[src/rtl/fetch_stage.sv]
`default_nettype none
// ============================================================================
// Module   : fetch_stage
// Purpose  : Instruction-fetch stage and IF/ID pipeline register for the
//            pipelined MIPS CPU. Owns the PC, drives the instruction-memory
//            address, applies stall / flush / redirect decisions, and keeps
//            stall and flush performance counters.
// Ports    : clk, reset (sync, active-high)
//            PCWrite, IF_ID_write, IF_ID_flush   - hazard-unit controls
//            ID_PCSrc, ID_JrTarget               - jump/exception redirects
//            EX_PCSrc, EX_ALUOut_0, EX_BranchTarget - branch resolution
//            IMem_Addr / IMem_Data               - instruction memory
//            IF_ID_Instruction, IF_ID_PC_plus_4, IF_ID_valid - IF/ID register
//            stall_count, flush_count            - performance counters
// Revision : 1.0 - initial release
// ============================================================================
module fetch_stage #(
    parameter logic [31:0] RESET_PC   = 32'h8000_0000,
    parameter logic [31:0] ILLOP_ADDR = 32'h8000_0004,
    parameter logic [31:0] XADR_ADDR  = 32'h8000_0008,
    parameter logic [31:0] NOP_INSTR  = 32'h0000_0000
) (
    input  logic        clk,
    input  logic        reset,
    input  logic        PCWrite,
    input  logic        IF_ID_write,
    input  logic        IF_ID_flush,
    input  logic [2:0]  ID_PCSrc,
    input  logic [2:0]  EX_PCSrc,
    input  logic        EX_ALUOut_0,
    input  logic [31:0] EX_BranchTarget,
    input  logic [31:0] ID_JrTarget,
    output logic [31:0] IMem_Addr,
    input  logic [31:0] IMem_Data,
    output logic [31:0] IF_ID_Instruction,
    output logic [31:0] IF_ID_PC_plus_4,
    output logic        IF_ID_valid,
    output logic [31:0] stall_count,
    output logic [31:0] flush_count
);

    localparam logic [2:0] c_SRC_BRANCH = 3'd1;
    localparam logic [2:0] c_SRC_JUMP   = 3'd2;
    localparam logic [2:0] c_SRC_JR     = 3'd3;
    localparam logic [2:0] c_SRC_ILLOP  = 3'd4;
    localparam logic [2:0] c_SRC_XADR   = 3'd5;

    logic [31:0] r_pc;
    logic [31:0] r_instr;
    logic [31:0] r_pc_plus_4_q;
    logic        r_valid;
    logic [31:0] r_stall_count;
    logic [31:0] r_flush_count;

    logic [31:0] w_pc_plus_4;
    logic        w_branch_taken;
    logic [31:0] w_jump_target;
    logic [31:0] w_next_pc;
    logic        w_stall;
    logic        w_bubble;

    assign w_pc_plus_4    = r_pc + 32'd4;   // natural wrap from 0xFFFF_FFFC to 0
    assign w_branch_taken = (EX_PCSrc == c_SRC_BRANCH) && EX_ALUOut_0;
    assign w_jump_target  = {r_pc_plus_4_q[31:28], r_instr[25:0], 2'b00};

    // A taken branch in EX is older than anything stalled behind it, so it
    // overrides the PC hold and squashes the IF/ID slot.
    assign w_stall  = !PCWrite && !w_branch_taken;
    // IF/ID hold beats flush: a stalled jump in ID re-issues its flush later.
    assign w_bubble = w_branch_taken || (IF_ID_write && IF_ID_flush);

    always_comb begin
        w_next_pc = w_pc_plus_4;
        if (w_branch_taken) begin
            w_next_pc = EX_BranchTarget;
        end else if (!PCWrite) begin
            w_next_pc = r_pc;
        end else begin
            case (ID_PCSrc)
                c_SRC_JUMP:  w_next_pc = w_jump_target;
                c_SRC_JR:    w_next_pc = ID_JrTarget;
                c_SRC_ILLOP: w_next_pc = ILLOP_ADDR;
                c_SRC_XADR:  w_next_pc = XADR_ADDR;
                default:     w_next_pc = w_pc_plus_4;
            endcase
        end
    end

    always_ff @(posedge clk) begin
        if (reset) begin
            r_pc          <= RESET_PC;
            r_instr       <= NOP_INSTR;
            r_pc_plus_4_q <= 32'd0;
            r_valid       <= 1'b0;
            r_stall_count <= 32'd0;
            r_flush_count <= 32'd0;
        end else begin
            r_pc <= w_next_pc;

            if (w_bubble) begin
                // Keep the squashed slot's PC+4 so an exception can form EPC.
                r_instr       <= NOP_INSTR;
                r_pc_plus_4_q <= w_pc_plus_4;
                r_valid       <= 1'b0;
            end else if (IF_ID_write) begin
                r_instr       <= IMem_Data;
                r_pc_plus_4_q <= w_pc_plus_4;
                r_valid       <= 1'b1;
            end

            if (w_stall) begin
                r_stall_count <= r_stall_count + 32'd1;
            end
            if (w_bubble) begin
                r_flush_count <= r_flush_count + 32'd1;
            end
        end
    end

    assign IMem_Addr         = r_pc;
    assign IF_ID_Instruction = r_instr;
    assign IF_ID_PC_plus_4   = r_pc_plus_4_q;
    assign IF_ID_valid       = r_valid;
    assign stall_count       = r_stall_count;
    assign flush_count       = r_flush_count;

endmodule
`default_nettype wire

[config.mk]
export PLATFORM = sky130hd
export DESIGN_NAME = fetch_stage
export DESIGN_NICKNAME = d
export VERILOG_FILES = /design/src/rtl/fetch_stage.sv
export SDC_FILE = /design/constraint.sdc
export NUM_CORES = 1
export LEC_CHECK = 0
export CAP_MARGIN = 20
export CORE_MARGIN = 2
export CORE_UTILIZATION = 50
export CTS_CLUSTER_SIZE = 30
export DETAILED_ROUTE_END_ITERATION = 16
export PLACE_DENSITY = 0.85
export REMOVE_ABC_BUFFERS = 1
export SKIP_LAST_GASP = 1
export SLEW_MARGIN = 15
export SYNTH_ARGS = -nofsm -noshare
export SYNTH_HDL_FRONTEND = slang
export SYNTH_SLANG_ARGS = --single-unit
export TNS_END_PERCENT = 5
[constraint.sdc]
create_clock -name clk -period 3.7 [get_ports clk]
set_input_delay 0.37 -clock clk [delete_from_list [all_inputs] [get_ports clk]]
set_output_delay 0.37 -clock clk [all_outputs]
set_load 0.05 [all_outputs]
==> impl_results.md <==
* TritonCTS clock tree: built
* Commonest cells post-synth: 161 x dfxtp_1, 155 x nor2_1, 65 x nand2_1, 60 x mux2i_1, 49 x xnor2_1
* Post-synth cell types at 67
* Net total in the final layout at 1314
* Area share of the leading cell type in the synthesized netlist at 39.2%
* Static leakage at approximately 0.0041 µW
* Slowest cell on crit path: nand2b_2
* Cell count after synthesis at 973
* Max-slew violations at 0
* Drt drc at 0
* 1st-iter DRT viols at 805
* Run status: complete, no violations
* Area used by multi-input combinational logic at around 4600 µm²
* Cell taking the most area after synthesis: dfxtp_1
* Cell breakdown of the critical path: clkdlybuf4s50_1 -> nand4bb_2 -> nand2b_2 -> o21ai_0 -> a21oi_1
* Sequential Area at between 3000 and 4000 µm²
* Initial cell density of the core at 51.5%
* Endpoint kind of the worst setup timing path: flop
* Horiz. Die Dim at approximately 130 µm
* Pin count of the biggest net entering global routing at just under 60
* Worst IR drop on VDD at 346 µV
* Buffers inserted by post-CTS timing repair at 0
* Seq/Total Area, Yosys at between 30% and 40%
* RSZ-0062 raised after global routing: false
* Remaining antenna violation count after routing at 0
* First-pass GRT wire length at between 40000 and 50000 µm
* Fmax at 0.377 GHz
* Number of antenna violations at the first check in global routing at 1
* Die area at between 15000 and 20000 µm²
* Top Ports at 269
* Total detailed-routing wirelength at between 20000 and 30000 µm
* Total chip power at 4580 µW
* Clock tree sinks at ~160
* Per-instance average area after synthesis at approximately 8.4 µm²
* GP Congestion at 0.942
* Placed cell count at 1400
* Required time at the worst-slack endpoint at 4060 ps
* Vertical extent of the die at 132 µm
* Worst-path fanout max at 56
* Routed vias at 8346
* Layout filler cell count at between 1000 and 1500
* Hold Path Class: in2reg
* Fraction of registers with async set/reset at 0%
* Share of the clock period used by the worst path after layout at 71.8%
* Number of resized instances in the post-cts repair step at 0
* Total CTS buffers at 17
* Vias in the first global route at 8069
* Warnings from Yosys at 0
* Least-Margin Pin Slew at 1050 ps
* Post-route minimum period at between 2000 and 3000 ps
* Leading cell type by number of instances after synthesis: dfxtp_1
* Post-Layout Cell Count at approximately 1400
* Hold Violations, Final at 0
* DR WL/cell at between 15 and 20 µm
* Total overflow reported by the global router at 0
* HPWL after detailed placement at about 20000 µm
* Worst max-slew margin expressed relative to the limit at 29.7%
* Root Driver: clkbuf_16
* Maximum capacitance violations at 0
* Cell types with the largest area share after synthesis: dfxtp_1 39%, mux2i_1 7.3%, nor2_1 7.1%, xnor2_1 5.2%, a211oi_1 4.0%
* Type of the worst setup path: in2reg
* Sort of element at the start of the critical path: primary input
* Power density over the cells at between 300 and 400 nW/µm²
* Combined global-route utilization of all metal layers at a little under a third
* Hold buffer count at CTS at 0
* Clock transition at the registers of the reported paths at roughly 70 ps
* Max stage delay on crit path at 1040 ps
* Setup TNS at 0 ps
* Worst-Skew Late Latency at about 430 ps
* Number of H-tree levels at 4
* Via count normalized by instance count at between 5 and 6
* Fin Clk Skew at 5.79 ps
* Floorplan Core Area at ~16000 µm²
* Post-synthesis instance area at 8210 µm²
* Share of layout cells above drive strength 1 at 6.66%
* Number of setup violations in the final report at 0
* Number of flops mapped to enable cells by yosys at 0
* CP bufs+invs at 1
* Flip-flop and latch count after synthesis at about 160
* Number of buffers inserted by port buffering at between 200 and 300
* Most used DFF post-synth: dfxtp_1
* Number of placement rows at 46
* Detailed Routing Iterations Pass 1 at 5
* Arrival @ worst endpoint at roughly 3000 ps
* Maximum clock path buffer count at 2
* Crit path max-delay family: simple AND/OR/NAND/NOR gates
* Synth-to-layout area growth at 40.7%
-- path summary, 6_finish.rpt --
check | startpoint | to | slack (ps) | depth (start not counted)
worst max-delay path | EX_PCSrc[2] | IF_ID_PC_plus_4[19] | 1050 | 5
worst min-delay path | reset | stall_count[8] | 350 | 2
worst max register to register | IMem_Addr[2] | IF_ID_PC_plus_4[22] | 1400 | 6
worst min register to register | IF_ID_PC_plus_4[19] | IF_ID_PC_plus_4[19] | 460 | 2
-- flip-flops by register name (all words and copies together) (netlist names) --
register and flops:
IF_ID_Instruction 32, IF_ID_PC_plus_4 32, IF_ID_valid 1, IMem_Addr 32, flush_count 32, stall_count 32
-- worst register-to-register path: cells and delay by family (launching register included) --
kind / cells / cell delay (ps)
fa+ha+maj: 1 / 310
flops: 1 / 510
compound gates: 1 / 260
simple gates: 3 / 980
xor+xnor: 1 / 140
-- stage by stage --
step	util, %	hold WS (ps)	setup WS, ps	area (µm²)
after global routing	72.5	360	867	11600
after detailed placement	68.7	452	611	11000
final	72.5	347	1050	11600
after floorplan	-	439	542	7890
after CTS	72.5	343	1050	11600
after global placement	68.7	438	798	11000
-- cell type report --
| cell class | instances | area share [%] |
|---|---|---|
| multi-input combinational | 725 | 40.0 |
| inverter | 16 | 0.520 |
| clock buffer | 17 | 3.68 |
| antenna | 1 | 0.0217 |
| sequential | 161 | 27.9 |
| clock inverter | 15 | 1.50 |
| tap | 216 | 2.34 |
| timing repair buffer | 282 | 24.0 |
-- cell usage in the layout, fill, tap and decap left out, drive strengths merged, types with 8 or more instances in the layout --
cell and n:
clkdlybuf4s50 265, dfxtp 161, nor2 155, nand2 65, mux2i 60, xnor2 49, a211oi 44, nand3 39
nor3 39, a21oi 33, o21ai 30, xor2 26, nor4 25, nand4 24, inv 23, clkbuf 17
buf 17, and3 11, nor4b 9, and4 8
-- report_power, final --
| part | total, µW | switching [µW] | internal [µW] |
|---|---|---|---|
| Sequential | 1890 | 81.2 | 1810 |
| Clock | 1800 | 786 | 1020 |
| Combinational | 888 | 538 | 350 |
-- per-layer routing --
layer	up-vias	global-route usage, %	wire (µm)
li1	3971	-	-
met1	3895	38.1	11100
met2	393	49.3	12600
met3	87	6.61	2070
met4	0	15.7	1230
met5	-	0	0
-- cells by family (layout without fill, tap and decap cells) --
kind of cell / after synthesis / count (layout) / share of synthesized area [%]
AO/OA/AOI/OAI: 167 / 167 / 14.0
XOR/XNOR: 75 / 75 / 8.00
other: 0 / 1 / 0
buffers and inverters: 87 / 330 / 4.63
multiplexers: 67 / 67 / 8.27
adder cells (fa/ha/maj): 3 / 3 / 0.457
flip-flops: 161 / 161 / 39.2
AND/OR/NAND/NOR: 413 / 413 / 25.4
(Power assumes the default switching activity.)
